### src/rtl/add_seq_pkg.sv
// Shared types and constants for the nibble-serial add/subtract controller.
package add_seq_pkg;

   typedef enum logic [1:0] {
      IDLE = 2'd0,
      RUN  = 2'd1,
      DONE = 2'd2
   } state_t;

   localparam logic OP_ADD   = 1'b0;
   localparam logic OP_SUB   = 1'b1;
   localparam int   NIBBLE_W = 4;

endpackage

### src/rtl/add_seq_ctrl_nibble_adder.sv
// Combinational 4-bit ripple-carry adder slice shared by every nibble step.
module nibble_adder
   import add_seq_pkg::*;
(
   input  logic [NIBBLE_W-1:0] a,
   input  logic [NIBBLE_W-1:0] b,
   input  logic                cin,
   output logic [NIBBLE_W-1:0] s,
   output logic                cout
);

   logic [NIBBLE_W:0] c;

   always_comb begin
      c[0] = cin;
      s    = '0;
      for (int i = 0; i < NIBBLE_W; i++) begin
         s[i]   = a[i] ^ b[i] ^ c[i];
         c[i+1] = (a[i] & b[i]) | (c[i] & (a[i] ^ b[i]));
      end
   end

   assign cout = c[NIBBLE_W];

endmodule

### src/rtl/add_seq_ctrl.sv
// Round-robin shared sequencer that runs W-bit add/subtract one nibble per
// clock through a single 4-bit adder slice, LSB first.
module add_seq_ctrl
   import add_seq_pkg::*;
#(
   parameter int NIBBLES = 4
) (
   input  logic                     clk,
   input  logic                     rst_n,
   input  logic                     req0,
   input  logic                     req1,
   input  logic                     op0,
   input  logic                     op1,
   input  logic [NIBBLE_W*NIBBLES-1:0] a0,
   input  logic [NIBBLE_W*NIBBLES-1:0] b0,
   input  logic [NIBBLE_W*NIBBLES-1:0] a1,
   input  logic [NIBBLE_W*NIBBLES-1:0] b1,
   output logic                     ack0,
   output logic                     ack1,
   output logic                     busy,
   output logic                     done,
   output logic                     done_id,
   output logic [NIBBLE_W*NIBBLES-1:0] sum,
   output logic                     cout,
   output logic                     ovf
);

   localparam int W     = NIBBLE_W * NIBBLES;
   localparam int IDX_W = $clog2(NIBBLES);
   localparam logic [IDX_W-1:0] LAST_IDX = IDX_W'(NIBBLES - 1);

   state_t             state, state_next;
   logic [IDX_W-1:0]   idx, idx_next;
   logic [W-1:0]       a_reg, a_next;
   logic [W-1:0]       b_reg, b_next;
   logic               carry, carry_next;
   logic               gnt, gnt_next;
   logic               last_gnt, last_gnt_next;
   logic [W-1:0]       sum_next;
   logic               cout_next, ovf_next;
   logic               done_next, done_id_next;
   logic               ack0_next, ack1_next;
   logic               busy_next;

   logic               grant;
   logic               op_sel;
   logic [W-1:0]       a_sel, b_sel;
   logic [NIBBLE_W-1:0] slice_a, slice_b, slice_s;
   logic               slice_cout;

   // Contention goes to whichever client did not win last time.
   assign grant  = (req0 && req1) ? ~last_gnt : req1;
   assign op_sel = grant ? op1 : op0;
   assign a_sel  = grant ? a1 : a0;
   assign b_sel  = grant ? b1 : b0;

   assign slice_a = a_reg[idx*NIBBLE_W +: NIBBLE_W];
   assign slice_b = b_reg[idx*NIBBLE_W +: NIBBLE_W];

   nibble_adder u_slice (
      .a    (slice_a),
      .b    (slice_b),
      .cin  (carry),
      .s    (slice_s),
      .cout (slice_cout)
   );

   always_comb begin
      state_next    = state;
      idx_next      = idx;
      a_next        = a_reg;
      b_next        = b_reg;
      carry_next    = carry;
      gnt_next      = gnt;
      last_gnt_next = last_gnt;
      sum_next      = sum;
      cout_next     = cout;
      ovf_next      = ovf;
      done_next     = 1'b0;
      done_id_next  = done_id;
      ack0_next     = 1'b0;
      ack1_next     = 1'b0;

      case (state)
         IDLE: begin
            if (req0 || req1) begin
               state_next    = RUN;
               idx_next      = '0;
               gnt_next      = grant;
               last_gnt_next = grant;
               a_next        = a_sel;
               // Subtract is A + ~B + 1; the +1 enters as the initial carry.
               b_next        = (op_sel == OP_SUB) ? ~b_sel : b_sel;
               carry_next    = op_sel;
               ack0_next     = ~grant;
               ack1_next     = grant;
            end
         end
         RUN: begin
            sum_next[idx*NIBBLE_W +: NIBBLE_W] = slice_s;
            carry_next = slice_cout;
            if (idx == LAST_IDX) begin
               state_next   = DONE;
               cout_next    = slice_cout;
               ovf_next     = (a_reg[W-1] == b_reg[W-1]) &&
                              (slice_s[NIBBLE_W-1] != a_reg[W-1]);
               done_next    = 1'b1;
               done_id_next = gnt;
            end else begin
               idx_next = idx + 1'b1;
            end
         end
         DONE: begin
            state_next = IDLE;
         end
         default: begin
            state_next = IDLE;
         end
      endcase

      busy_next = (state_next != IDLE);
   end

   always_ff @(posedge clk or negedge rst_n) begin
      if (!rst_n) begin
         state <= IDLE;
      end else begin
         state <= state_next;
      end
   end

   always_ff @(posedge clk or negedge rst_n) begin
      if (!rst_n) begin
         idx      <= '0;
         a_reg    <= '0;
         b_reg    <= '0;
         carry    <= 1'b0;
         gnt      <= 1'b0;
         last_gnt <= 1'b1;
         sum      <= '0;
         cout     <= 1'b0;
         ovf      <= 1'b0;
         done     <= 1'b0;
         done_id  <= 1'b0;
         ack0     <= 1'b0;
         ack1     <= 1'b0;
         busy     <= 1'b0;
      end else begin
         idx      <= idx_next;
         a_reg    <= a_next;
         b_reg    <= b_next;
         carry    <= carry_next;
         gnt      <= gnt_next;
         last_gnt <= last_gnt_next;
         sum      <= sum_next;
         cout     <= cout_next;
         ovf      <= ovf_next;
         done     <= done_next;
         done_id  <= done_id_next;
         ack0     <= ack0_next;
         ack1     <= ack1_next;
         busy     <= busy_next;
      end
   end

endmodule

### config.mk
export PLATFORM = sky130hd
export DESIGN_NAME = add_seq_ctrl
export DESIGN_NICKNAME = d
export VERILOG_FILES = /design/src/rtl/add_seq_pkg.sv /design/src/rtl/add_seq_ctrl_nibble_adder.sv /design/src/rtl/add_seq_ctrl.sv
export SDC_FILE = /design/constraint.sdc
export NUM_CORES = 1
export LEC_CHECK = 0
export BUFFER_PORTS_ARGS = -buffer_cell sky130_fd_sc_hd__buf_2
export CORE_MARGIN = 2
export CORE_UTILIZATION = 48
export CTS_CLUSTER_SIZE = 40
export DETAILED_ROUTE_END_ITERATION = 8
export MAX_ROUTING_LAYER = met4
export PLACE_DENSITY = 0.84
export SYNTH_ARGS = -nofsm -noshare
export SYNTH_HDL_FRONTEND = slang
export SYNTH_HIERARCHICAL = 1
export SYNTH_SLANG_ARGS = --single-unit
### constraint.sdc
create_clock -name clk -period 3.7 [get_ports clk]
set_clock_uncertainty 0.2 [all_clocks]
set_input_delay 0.555 -clock clk [delete_from_list [all_inputs] [get_ports clk]]
set_output_delay 0.555 -clock clk [all_outputs]
set_load 0.1 [all_outputs]
; Word level (Yosys, flattened, before mapping)
; Index checks and enable logic that the tools add are counted.
[totals]
ff_bits = 62
in_bits = 70
wordCells = 80
[classes]
addsub = 2
eq_ne = 6
shifts = 4
muxes = 20
n_bitwise = 23
n_reduce_logical = 10
[op_table]
columns = cell, count
row1 = $mux 16, 3
row2 = $neg 4->34, 1
row3 = $shift 4x34->16 const A, 1
row4 = $shiftx 4x34->16, 1
row5 = $shiftx 16x5->4, 2
row6 = $bwmux 16, 1
row7 = $not 16->16, 1
row8 = $mux 1, 9
row9 = $and 1x1->1, 8
row10 = $mux 2, 4
row11 = $pmux 2 s2, 2
row12 = $xor 1x1->1, 8
row13 = $reduce_and 2->1, 3
row14 = $ne 2x2->1 const B, 2
row15 = $or 1x1->1, 4
row16 = $reduce_bool 2->1, 2
row17 = $reduce_and 3->1, 1
row18 = $add 2x1->2 const B, 1
row19 = $eq 2x1->1 const B, 1
row20 = $eq 2x2->1 const B, 1
row21 = $logic_and 1x1->1, 2
row22 = $logic_not 2->1, 1
row23 = $not 1->1, 2
row24 = $pmux 1 s2, 1
row25 = 3 further kinds, 3

; Longest topological paths before layout
; Gate-level depths: netlist of the first run.
[logic_depth]
depth_word = 11
ltp_mapped = 14
mapped_depth_nobuf = 12

; Cells and area by module
; The synthesis of the first run kept the hierarchy.
[modules_own_cells]
columns = module, n_inst, cells_per_inst, area_each_um2, seq_area_each_um2
row1 = add_seq_ctrl, 1, 288, 3289.4, 1552.7
row2 = nibble_adder, 1, 14, 117.6, 0.0

; Least setup slack after synthesis of the first run
; OpenSTA, ideal clock, no wires.
[synth_timing]
path_type = register to register
startpoint = register idx[0]
endpoint = register ovf
t_arrival_ns = 3.221
slack_ns = 0.142
stages_incl_launch_ff = 15
n_path_buf = 2
period_less_slack_ns = 3.558
cell_sequence = dfrtp_1 -> buf_4 -> buf_2 -> mux4_2 -> fa_1 -> inv_1 -> fa_1 -> inv_1 -> fa_1 -> inv_1 -> fa_1 -> inv_1 -> and3b_1 -> a21oi_1 -> o21ai_0
[synth_between]
elab_chain_len = 11
word_cells_on_any_way = 20
classes_between = eq/ne: 2 / shift: 2 / bitwise: 14 / reduce/logical: 2
[synth_lines]
columns = element, line_no
row1 = "start, declared", add_seq_ctrl.sv:33  ; logic [IDX_W-1:0] idx, idx_next;
row2 = "start signal, assigned", add_seq_ctrl.sv:149  ; idx <= idx_next;
row3 = $shiftx 16x5->4 *, add_seq_ctrl.sv:57  ; assign slice_a = a_reg[idx*NIBBLE_W +: NIBBLE_W];
row4 = named net slice_a[0], add_seq_ctrl.sv:48  ; logic [NIBBLE_W-1:0] slice_a, slice_b, slice_s;
row5 = $xor 1x1->1, add_seq_ctrl_nibble_adder.sv:19  ; c[i+1] = (a[i] & b[i]) | (c[i] & (a[i] ^ b[i]));
row6 = $and 1x1->1, add_seq_ctrl_nibble_adder.sv:19
row7 = $or 1x1->1 *, add_seq_ctrl_nibble_adder.sv:19
row8 = $and 1x1->1 *, add_seq_ctrl_nibble_adder.sv:19
row9 = $or 1x1->1 *, add_seq_ctrl_nibble_adder.sv:19
row10 = $and 1x1->1 *, add_seq_ctrl_nibble_adder.sv:19
row11 = $or 1x1->1 *, add_seq_ctrl_nibble_adder.sv:19
row12 = $xor 1x1->1 *, add_seq_ctrl_nibble_adder.sv:18  ; s[i] = a[i] ^ b[i] ^ c[i];
row13 = named net slice_s[3], add_seq_ctrl.sv:48
row14 = $ne 1x1->1 *, add_seq_ctrl.sv:106  ; (slice_s[NIBBLE_W-1] != a_reg[W-1]);
row15 = $logic_and 1x1->1 *, add_seq_ctrl.sv:105  ; ovf_next = (a_reg[W-1] == b_reg[W-1]) &&
row16 = "end signal, assigned", add_seq_ctrl.sv:157  ; ovf <= ovf_next;
row17 = "end, declared", add_seq_ctrl.sv:25  ; output logic ovf
; The timed path passes the listed nets; every way through them passes the cells marked *.
; A chain may end at the register's enable or synchronous reset.

; Final worst setup path of the first run
; Same ends and word-level chain as after synthesis.

==> results.sh, run 1 <==
export IMPL_rrSetupSlack_ns=0.19
export IMPL_tns_ns=0
export IMPL_drt_initial_drc_count=127
export IMPL_status="finished clean"
export IMPL_drive_gt1_share_pct=36.3
export IMPL_syn_area_um2=3410
export IMPL_worst_pin_slew_ns=0.669
export IMPL_critPathKind="reg2reg"
export IMPL_clockBufferDepth=2
export IMPL_drc=0
export IMPL_end_kind="flip-flop"
export IMPL_yosysSeqAreaShare_pct=45.6
export IMPL_ys_ff_latch=62
export IMPL_grt_max_degree=37
export IMPL_ir_worst_vdd_mv=0.329
export IMPL_hpwl_um=5760
export IMPL_start_util_pct=49.9
export IMPL_ys_warn_count=6
export IMPL_grt_busiest_layer="met2"
export IMPL_die_x_um=88.3
export IMPL_reg2regPathDepth=12
export IMPL_finalSetupViolCount=0
export IMPL_cts_clk_slew_worst_paths_ns=0.07
export IMPL_cts_root_buf="clkbuf_8"
export IMPL_cts_buffers=9
export IMPL_antenna_found_initial=0
export IMPL_antenna_cells=0
export IMPL_num_nets_final=471
export IMPL_cp_start_kind="flip-flop"
export IMPL_grt_remaining_overflow=0
export IMPL_final_cell_mix="92 x buf_2, 60 x dfrtp_1, 45 x o21ai_0, 32 x xor2_1, 24 x nand2_1"
export IMPL_power_density_nw_per_um2=995
export IMPL_rows=30
export IMPL_synthFlopType="dfrtp_1"
export IMPL_syn_area_per_cell_um2=11.3
export IMPL_grt_use_met2_pct=35.7
export IMPL_fin_ws_ns=0.187
export IMPL_multi_input_area_um2=1670
export IMPL_post_drt_wl_per_cell_um=15.5
export IMPL_required_ns=3.73
export IMPL_fin_crit_ns=3.51
export IMPL_fp_dieArea_um2=7790
export IMPL_r2r_end="ovf"
export IMPL_timing_fmax_mhz=285
export IMPL_ioPinCount=93
export IMPL_hold_class="in2async"
export IMPL_die_y_um=88.3
export IMPL_critical_path_arrival_ns=3.54
export IMPL_use_met1_pct=25.9
export IMPL_clock_latency_ns=0.36
export IMPL_firstDrtPassIters=5
export IMPL_relSlewSlack_pct=54.8
export IMPL_r2r_start="idx[0]"
export IMPL_async_flop_share_pct=100
export IMPL_tritoncts="built"
export IMPL_wl_um=7630
export IMPL_num_vias=2619
export IMPL_syn_nets=381
export IMPL_grt_pass1_vias=2674
export IMPL_io_buffers=92
export IMPL_path_max_fanout=6
export IMPL_fill_cells=588
export IMPL_grt_setup_unrepaired="false"
export IMPL_ant_nets=0
export IMPL_cap_violations=0
export IMPL_areaGrowthSynthToFinish_pct=20.5
export IMPL_dp_worst_setup_slack_ns=0.0743
export IMPL_slew_viol_final=0
export IMPL_grtUsageTotal_pct=22.1
export IMPL_regArea_um2=1550
export IMPL_cts_sinks=62
export IMPL_synthCells=302
export IMPL_core_area_um2=6830
export IMPL_grt_pass1_wl_um=12600
export IMPL_htree_num_levels=3
export IMPL_p_leak_nw=2.11
export IMPL_finalCritPeriodShare_pct=94.9
export IMPL_crit_start="idx[0]"
export IMPL_final_common_cell="buf_2"
export IMPL_worstSetupEndpoint="ovf"
export IMPL_final_hold_violation_count=0
export IMPL_synth_edf_count=0
export IMPL_via_per_inst=5.31
export IMPL_gp_congestion=0.897
export IMPL_synth_distinct_cells=41
export IMPL_grtUsageMet3_pct=5.50
==> how the worst min path moves through the flow <==
stage,start,endpoint,slack (ns)
global placement,gnt,done_id,0.26
detailed placement,done_id,done_id,0.26
finish,rst_n,done,0.03
CTS,rst_n,sum[13],0.05
floorplan,rst_n,a_reg[0],0.06
global route,rst_n,done,0.10
==> critical path, stage by stage (launching register included) <==
cell and delay [ns]:
dfrtp_2 0.45, mux4_2 0.57, fa_1 0.44, inv_1 0.08, fa_1 0.15, inv_1 0.06, fa_1 0.39, inv_1 0.08
fa_1 0.40, inv_1 0.17, and3b_1 0.20, a21oi_1 0.11, o21ai_0 0.08
==> metal layers <==
layer,vias to the layer above,part of all wire (%)
li1,1257,-
met1,1245,40
met2,92,51
met3,25,5.6
met4,0,3.1
met5,-,0
==> cell type report <==
type / instances / share of cell area [%]
tap: 96 / 2.93
multi-input combinational: 203 / 40.6
sequential: 62 / 37.9
timing repair buffer: 100 / 12.7
clock inverter: 5 / 1.22
clock buffer: 11 / 3.20
inverter: 16 / 1.46
==> Yosys cell counts (all sizes together) (2+ instances only) <==
cell type	n	area, um2
a21o	2	15.0
a221o	14	151
a22o	7	61.3
and3	14	87.6
buf	11	87.6
clkbuf	10	38.8
dfrtp	61	1530
fa	4	80.1
ha	5	62.6
inv	16	60.1
mux2i	19	190
mux4	8	180
nand2	24	90.1
nand3b	5	37.5
nor2	5	26.3
nor4b	2	23.8
o21ai	46	234
o31ai	2	15.0
xor2	32	280
==> power by group <==
group	total [mW]	switching (mW)	internal (mW)
logic	2.32	1.55	0.763
clock network	0.566	0.260	0.306
registers	1.20	0.215	0.985
==> cell families (layout without fill, tap and decap cells) <==
logic type                 count (synthesis)  count (layout)  synth area share, %
AOI/OAI and AO/OA                         77              77                 15.5
DFF                                       62              62                 45.6
and+or+nand+nor                           57              57                 9.84
buffers and inverters                     37             132                 5.47
xor gates and xnor gates                  32              32                 8.23
muxes                                     28              28                 11.2
adders and majority gates                  9               9                 4.19
==> stage by stage <==
step,std cells,util (%),power (mW),area (um2),hold WS (ns)
final,493,60.1,4.08,4100,0.0324
after global routing,493,60.1,4.35,4100,0.100
after CTS,490,59.7,4.06,4080,0.0524
after detailed placement,474,57.1,3.48,3900,0.262
after global placement,474,57.1,3.39,3900,0.256
after floorplan,302,-,2.97,3410,0.0594
==> repair_timing <==
action,in CTS,in global routing
hold buffers,0,0
endpoints found under the setup margin,0,1
gates resized for setup,0,1
setup buffers,0,3
hold endpoints to repair,0,0
No activity file was read; power rests on OpenSTA's default activity.
==> run 2, diff against run 1 <==
--- a/config.mk
+++ b/config.mk
@@ -5,6 +5,7 @@
 export SDC_FILE = /design/constraint.sdc
 export NUM_CORES = 1
 export LEC_CHECK = 0
+export ABC_CLOCK_PERIOD_IN_PS = 3700
 export BUFFER_PORTS_ARGS = -buffer_cell sky130_fd_sc_hd__buf_2
 export CORE_MARGIN = 2
 export CORE_UTILIZATION = 48
@@ -12,6 +13,7 @@
 export DETAILED_ROUTE_END_ITERATION = 8
 export MAX_ROUTING_LAYER = met4
 export PLACE_DENSITY = 0.84
+export REMOVE_ABC_BUFFERS = 1
 export SYNTH_ARGS = -nofsm -noshare
 export SYNTH_HDL_FRONTEND = slang
 export SYNTH_HIERARCHICAL = 1
==> results.sh, run 2 (synthesized netlist as in run 1, its figures left out) <==
export IMPL_finalSetupViolCount=0
export IMPL_required_ns=3.72
export IMPL_clockBufferDepth=2
export IMPL_grt_setup_unrepaired="false"
export IMPL_fin_crit_ns=3.50
export IMPL_antenna_found_initial=0
export IMPL_post_drt_wl_per_cell_um=15.4
export IMPL_path_cells="mux4_2, fa_1, inv_1, fa_1, inv_1, fa_1, inv_1, fa_1, inv_1, and3b_1, a21oi_1, o21ai_0"
export IMPL_ant_nets=0
export IMPL_grtUsageTotal_pct=21.8
export IMPL_cp_depth=12
export IMPL_firstDrtPassIters=4
export IMPL_max_stage_delay_ns=0.56
export IMPL_grt_pass1_vias=2573
export IMPL_drive_gt1_share_pct=36.2
export IMPL_cp_top_family="adder cells"
export IMPL_areaGrowthSynthToFinish_pct=19.9
export IMPL_seq_power_share_pct=30.1
export IMPL_hold_class="in2reg"
export IMPL_dp_cells=474
export IMPL_p_switching_mw=2.04
export IMPL_p_sw_share_pct=50.7
export IMPL_antenna_cells=0
export IMPL_critPathKind="reg2reg"
export IMPL_die_x_um=88.3
export IMPL_wl_um=7540
export IMPL_timing_fmax_mhz=286
export IMPL_die_y_um=88.3
export IMPL_p_int_mw=1.98
export IMPL_critPathSlowestCell="mux4_2"
export IMPL_cts_setup_buffers=0
export IMPL_dpl_cell_area_um2=3900
export IMPL_core_area_um2=6830
export IMPL_final_cells=491
export IMPL_holdPathStages=2
export IMPL_final_common_cell="buf_2"
export IMPL_status="finished clean"
export IMPL_gp_congestion=0.827
export IMPL_cts_sinks=62
export IMPL_grt_remaining_overflow=0
export IMPL_critical_path_arrival_ns=3.52
export IMPL_hpwl_um=5470
export IMPL_combPwrFrac_pct=56.7
export IMPL_start_util_pct=49.9
export IMPL_ioPinCount=93
export IMPL_htree_num_levels=3
export IMPL_end_kind="flip-flop"
export IMPL_fp_dieArea_um2=7790
export IMPL_final_cell_mix="92 x buf_2, 60 x dfrtp_1, 45 x o21ai_0, 32 x xor2_1, 24 x nand2_1"
export IMPL_ir_worst_vdd_mv=0.391
export IMPL_grt_pass1_wl_um=12400
export IMPL_via_per_inst=5.29
export IMPL_reg2regPathDepth=12
export IMPL_grt_max_degree=46
export IMPL_clock_latency_ns=0.35
export IMPL_final_hold_violation_count=0
export IMPL_clkPwrFrac_pct=13.1
export IMPL_relSlewSlack_pct=33.3
export IMPL_cts_clk_slew_worst_paths_ns=0.07
export IMPL_cap_violations=0
export IMPL_cts_buffers=9
export IMPL_cp_start_kind="flip-flop"
export IMPL_drc=0
export IMPL_rows=30
export IMPL_worst_pin_slew_ns=1.00
export IMPL_tritoncts="built"
export IMPL_design_area_um2=4090
export IMPL_drt_initial_drc_count=142
export IMPL_path_max_fanout=7
export IMPL_finalCritPeriodShare_pct=94.5
export IMPL_p_leak_nw=2.09
export IMPL_utilization_pct=59.8
export IMPL_num_vias=2598
export IMPL_slew_viol_final=0
export IMPL_num_nets_final=469
export IMPL_tns_ns=0
export IMPL_crit_buf_inv=4
export IMPL_power_density_nw_per_um2=985
export IMPL_timing_hold_ws_ns=0.232
export IMPL_cts_root_buf="clkbuf_8"
export IMPL_io_buffers=92
==> run 2: path summary, 6_finish.rpt <==
kind,slack [ns],to,startpoint
setup / recovery,0.20,ovf,idx[0]
hold / removal,0.23,a_reg[5],a0[5]
hold reg to reg,0.28,done_id,done_id
min in group asynchronous,0.45,sum[0],rst_n
setup reg to reg,0.20,ovf,idx[0]
max in group asynchronous,1.91,idx[0],rst_n
==> run 2: layout make-up <==
class / count / area (um2)
clock buffers: 10 / 138
repair buffers: 98 / 508
well taps: 96 / 120
inverters: 16 / 60.1
fillers: 598 / 2750
clock inverters: 6 / 37.5
flip-flops and latches: 62 / 1550
multi-input cells: 203 / 1670
==> run 2: power groups by stage <==
stage               clock network, mW  registers, mW  logic (mW)
detailed placement                  0           1.22        2.28
finish                          0.528           1.21        2.28
global route                    0.571           1.25        2.46
floorplan                           0           1.80        1.10
global placement                    0           1.21        2.21
CTS                             0.541           1.21        2.28
==> run 2: what timing repair did <==
| action | 4_1_cts | 5_1_grt |
|---|---|---|
| resized for setup | 0 | 1 |
| endpoints found under the setup margin | 0 | 1 |
| hold buffers | 1 | 0 |
| endpoints found under the hold margin | 17 | 0 |
==> run 2: per-layer routing <==
metal | wire (um) | global-route usage [%] | vias to the layer above
met2 | 3600 | 33.2 | 98
met1 | 3330 | 27.0 | 1235
met3 | 425 | 6.81 | 15
met5 | 0 | - | -
met4 | 181 | 9.09 | 0
li1 | - | - | 1250
==> run 2: through the flow <==
step,worst slack [ns],power [mW]
2_1_floorplan,0.101,2.90
3_3_place_gp,0.215,3.42
3_5_place_dp,0.0826,3.50
4_1_cts,0.0843,4.03
5_1_grt,0.0399,4.28
6_report,0.204,4.02
==> run 3, diff against run 2 <==
--- a/config.mk
+++ b/config.mk
@@ -5,14 +5,16 @@
 export SDC_FILE = /design/constraint.sdc
 export NUM_CORES = 1
 export LEC_CHECK = 0
+export ABC_AREA = 1
 export ABC_CLOCK_PERIOD_IN_PS = 3700
 export BUFFER_PORTS_ARGS = -buffer_cell sky130_fd_sc_hd__buf_2
 export CORE_MARGIN = 2
 export CORE_UTILIZATION = 48
 export CTS_CLUSTER_SIZE = 40
 export DETAILED_ROUTE_END_ITERATION = 8
+export GPL_TIMING_DRIVEN = 0
 export MAX_ROUTING_LAYER = met4
-export PLACE_DENSITY = 0.84
+export PLACE_DENSITY = 0.83
 export REMOVE_ABC_BUFFERS = 1
 export SYNTH_ARGS = -nofsm -noshare
 export SYNTH_HDL_FRONTEND = slang
==> results.sh, run 3 <==
export IMPL_start_util_pct=48.7
export IMPL_hold_buffers=0
export IMPL_ioPinCount=93
export IMPL_relSlewSlack_pct=49.1
export IMPL_dp_worst_setup_slack_ns=-0.495
export IMPL_synthFlopType="dfrtp_1"
export IMPL_wl_um=8840
export IMPL_clockBufferDepth=2
export IMPL_io_buffers=92
export IMPL_num_nets_final=695
export IMPL_timing_fmax_mhz=288
export IMPL_rows=32
export IMPL_status="finished clean"
export IMPL_syn_area_per_cell_um2=7.01
export IMPL_hold_class="in2async"
export IMPL_grt_setup_unrepaired="false"
export IMPL_grt_pass1_vias=3365
export IMPL_yosys_cell_count_top_type="nand2_1"
export IMPL_r2r_start="idx[0]"
export IMPL_htree_num_levels=3
export IMPL_end_kind="flip-flop"
export IMPL_tns_ns=0
export IMPL_grt_remaining_overflow=0
export IMPL_core_area_um2=7610
export IMPL_path_common_cell="inv_1"
export IMPL_cts_buffers=9
export IMPL_ir_worst_vdd_mv=0.330
export IMPL_antenna_cells=0
export IMPL_synthCells=529
export IMPL_fill_cells=729
export IMPL_firstDrtPassIters=5
export IMPL_antenna_found_initial=0
export IMPL_synth_area_leaders="dfrtp_1 41%, nand2_1 22%, nand3_1 8.9%"
export IMPL_drive_gt1_share_pct=21.6
export IMPL_yosysSeqAreaShare_pct=41.9
export IMPL_cp_start_kind="flip-flop"
export IMPL_syn_area_um2=3710
export IMPL_grt_max_degree=63
export IMPL_fp_dieArea_um2=8440
export IMPL_grt_pass1_wl_um=14700
export IMPL_p_leak_nw=2.52
export IMPL_path_cells="clkinvlp_4, buf_4, nor2_1, o22ai_1, fa_1, inv_1, fa_1, inv_1, fa_1, inv_1, fa_1, inv_1, inv_1, nor2_1, nand2_1, o21ai_0"
export IMPL_power_density_nw_per_um2=961
export IMPL_finalSetupViolCount=0
export IMPL_tritoncts="built"
export IMPL_synth_edf_count=0
export IMPL_path_max_fanout=9
export IMPL_die_y_um=91.9
export IMPL_gp_congestion=0.823
export IMPL_ant_nets=0
export IMPL_grtUsageTotal_pct=22.1
export IMPL_required_ns=3.76
export IMPL_final_hold_violation_count=0
export IMPL_crit_start="idx[0]"
export IMPL_critPathSlowestCell="dfrtp_4"
export IMPL_synth_area_leader_cell="dfrtp_1"
export IMPL_cap_violations=0
export IMPL_cts_root_buf="clkbuf_8"
export IMPL_critical_path_arrival_ns=3.53
export IMPL_fin_crit_ns=3.47
export IMPL_final_cell_mix="215 x nand2_1, 91 x buf_2, 66 x nand3_1, 59 x dfrtp_1, 57 x inv_1"
export IMPL_slew_viol_final=0
export IMPL_hpwl_um=6060
export IMPL_max_stage_delay_ns=0.50
export IMPL_cts_sinks=62
export IMPL_critPathKind="reg2reg"
export IMPL_cts_clk_slew_worst_paths_ns=0.07
export IMPL_synth_cells_most_frequent="215 x nand2_1, 66 x nand3_1, 61 x dfrtp_1, 58 x inv_1, 33 x o21ai_0"
export IMPL_async_flop_share_pct=100
export IMPL_drt_initial_drc_count=198
export IMPL_fin_ws_ns=0.226
export IMPL_ys_warn_count=6
export IMPL_worst_pin_slew_ns=0.764
export IMPL_synth_distinct_cells=29
export IMPL_finalCritPeriodShare_pct=93.9
export IMPL_clock_latency_ns=0.35
export IMPL_final_common_cell="nand2_1"
export IMPL_post_drt_wl_per_cell_um=12.2
export IMPL_via_per_inst=5.01
export IMPL_die_x_um=91.9
export IMPL_drc=0
export IMPL_synthDominantCellAreaShare_pct=41.2
export IMPL_num_vias=3622
export IMPL_areaGrowthSynthToFinish_pct=19.2
export IMPL_ys_ff_latch=62
[run 3: cell types whose count changed in the layout (fill, tap and decap cells not counted), moves of 7 or more]
cell,change
xor2_1,-32
nor2_1,+23
nand2_1,+191
and3_1,-14
mux4_2,-8
mux2i_1,-19
o21ai_0,-13
a221o_2,-9
inv_1,+41
o22ai_1,+8
nand3_1,+66
o21ai_1,+8
a22o_1,-7
[run 3: worst paths after layout]
| path | end | depth (start not counted) | slack (ns) |
|---|---|---|---|
| min in group clk | a_reg[3] | 3 | 0.21 |
| min | sum[15] | 1 | 0.07 |
| max | sum[7] | 16 | 0.23 |
| max in group asynchronous | idx[0] | 1 | 2.64 |
| min reg2reg | b_reg[7] | 2 | 0.28 |
| max reg2reg | sum[7] | 16 | 0.23 |
[run 3: what timing repair did]
action                                  in CTS  in global routing
hold endpoints to repair                     0                  0
endpoints found under the setup margin       8                  4
gates cloned                                 1                  0
pin swaps                                    0                  0
setup buffers                                3                  4
resized for setup                            4                  3
[run 3: power by group]
part,internal (mW),switching [mW]
Clock,0.346,0.267
Combinational,0.654,1.80
Sequential,0.992,0.192
[run 3: kinds of logic after synthesis]
| logic type | Yosys count | synth area share (%) |
|---|---|---|
| simple gates | 321 | 36.4 |
| buf+inv | 86 | 10.6 |
| flops | 62 | 41.9 |
| compound gates | 51 | 7.26 |
| fa+ha+maj | 9 | 3.85 |
[run 3: final cells by class]
cell class | instances | area, um2 | area share (%)
inverters | 62 | 241 | 5.46
clock inverters | 5 | 57.6 | 1.30
well taps | 102 | 128 | 2.89
repair inverters | 1 | 5.00 | 0.113
repair buffers | 99 | 515 | 11.7
flip-flops and latches | 62 | 1560 | 35.2
clock buffers | 11 | 151 | 3.43
multi-input cells | 381 | 1760 | 39.9
[run 3: metrics by stage]
step	hold WS, ns	total power, mW	cells	area [um2]	utilization (%)
2_1_floorplan	0.0594	2.96	505	3550	-
3_3_place_gp	0.258	3.45	699	4140	54.4
3_5_place_dp	0.260	3.54	699	4140	54.4
4_1_cts	0.214	4.19	719	4380	57.6
5_1_grt	0.141	4.58	723	4420	58.1
6_report	0.0661	4.25	723	4420	58.1
[run 3: critical path: cells and delay by family, from the launching register on]
kind	cells	cell delay (ns)
AND/OR/NAND/NOR	3	0.30
flip-flops	1	0.50
AO/OA/AOI/OAI	2	0.31
adder cells (fa/ha/maj)	4	1.35
buffers and inverters	7	0.72
[run 3: routing by layer]
layer  vias to the layer above  GRT usage [%]  routed length (um)
met5                         -              -                   0
met4                         0           7.71                 140
met3                        10           3.53                 446
met2                       101           36.7                4440
met1                      1686           27.6                3820
li1                       1825              -                   -
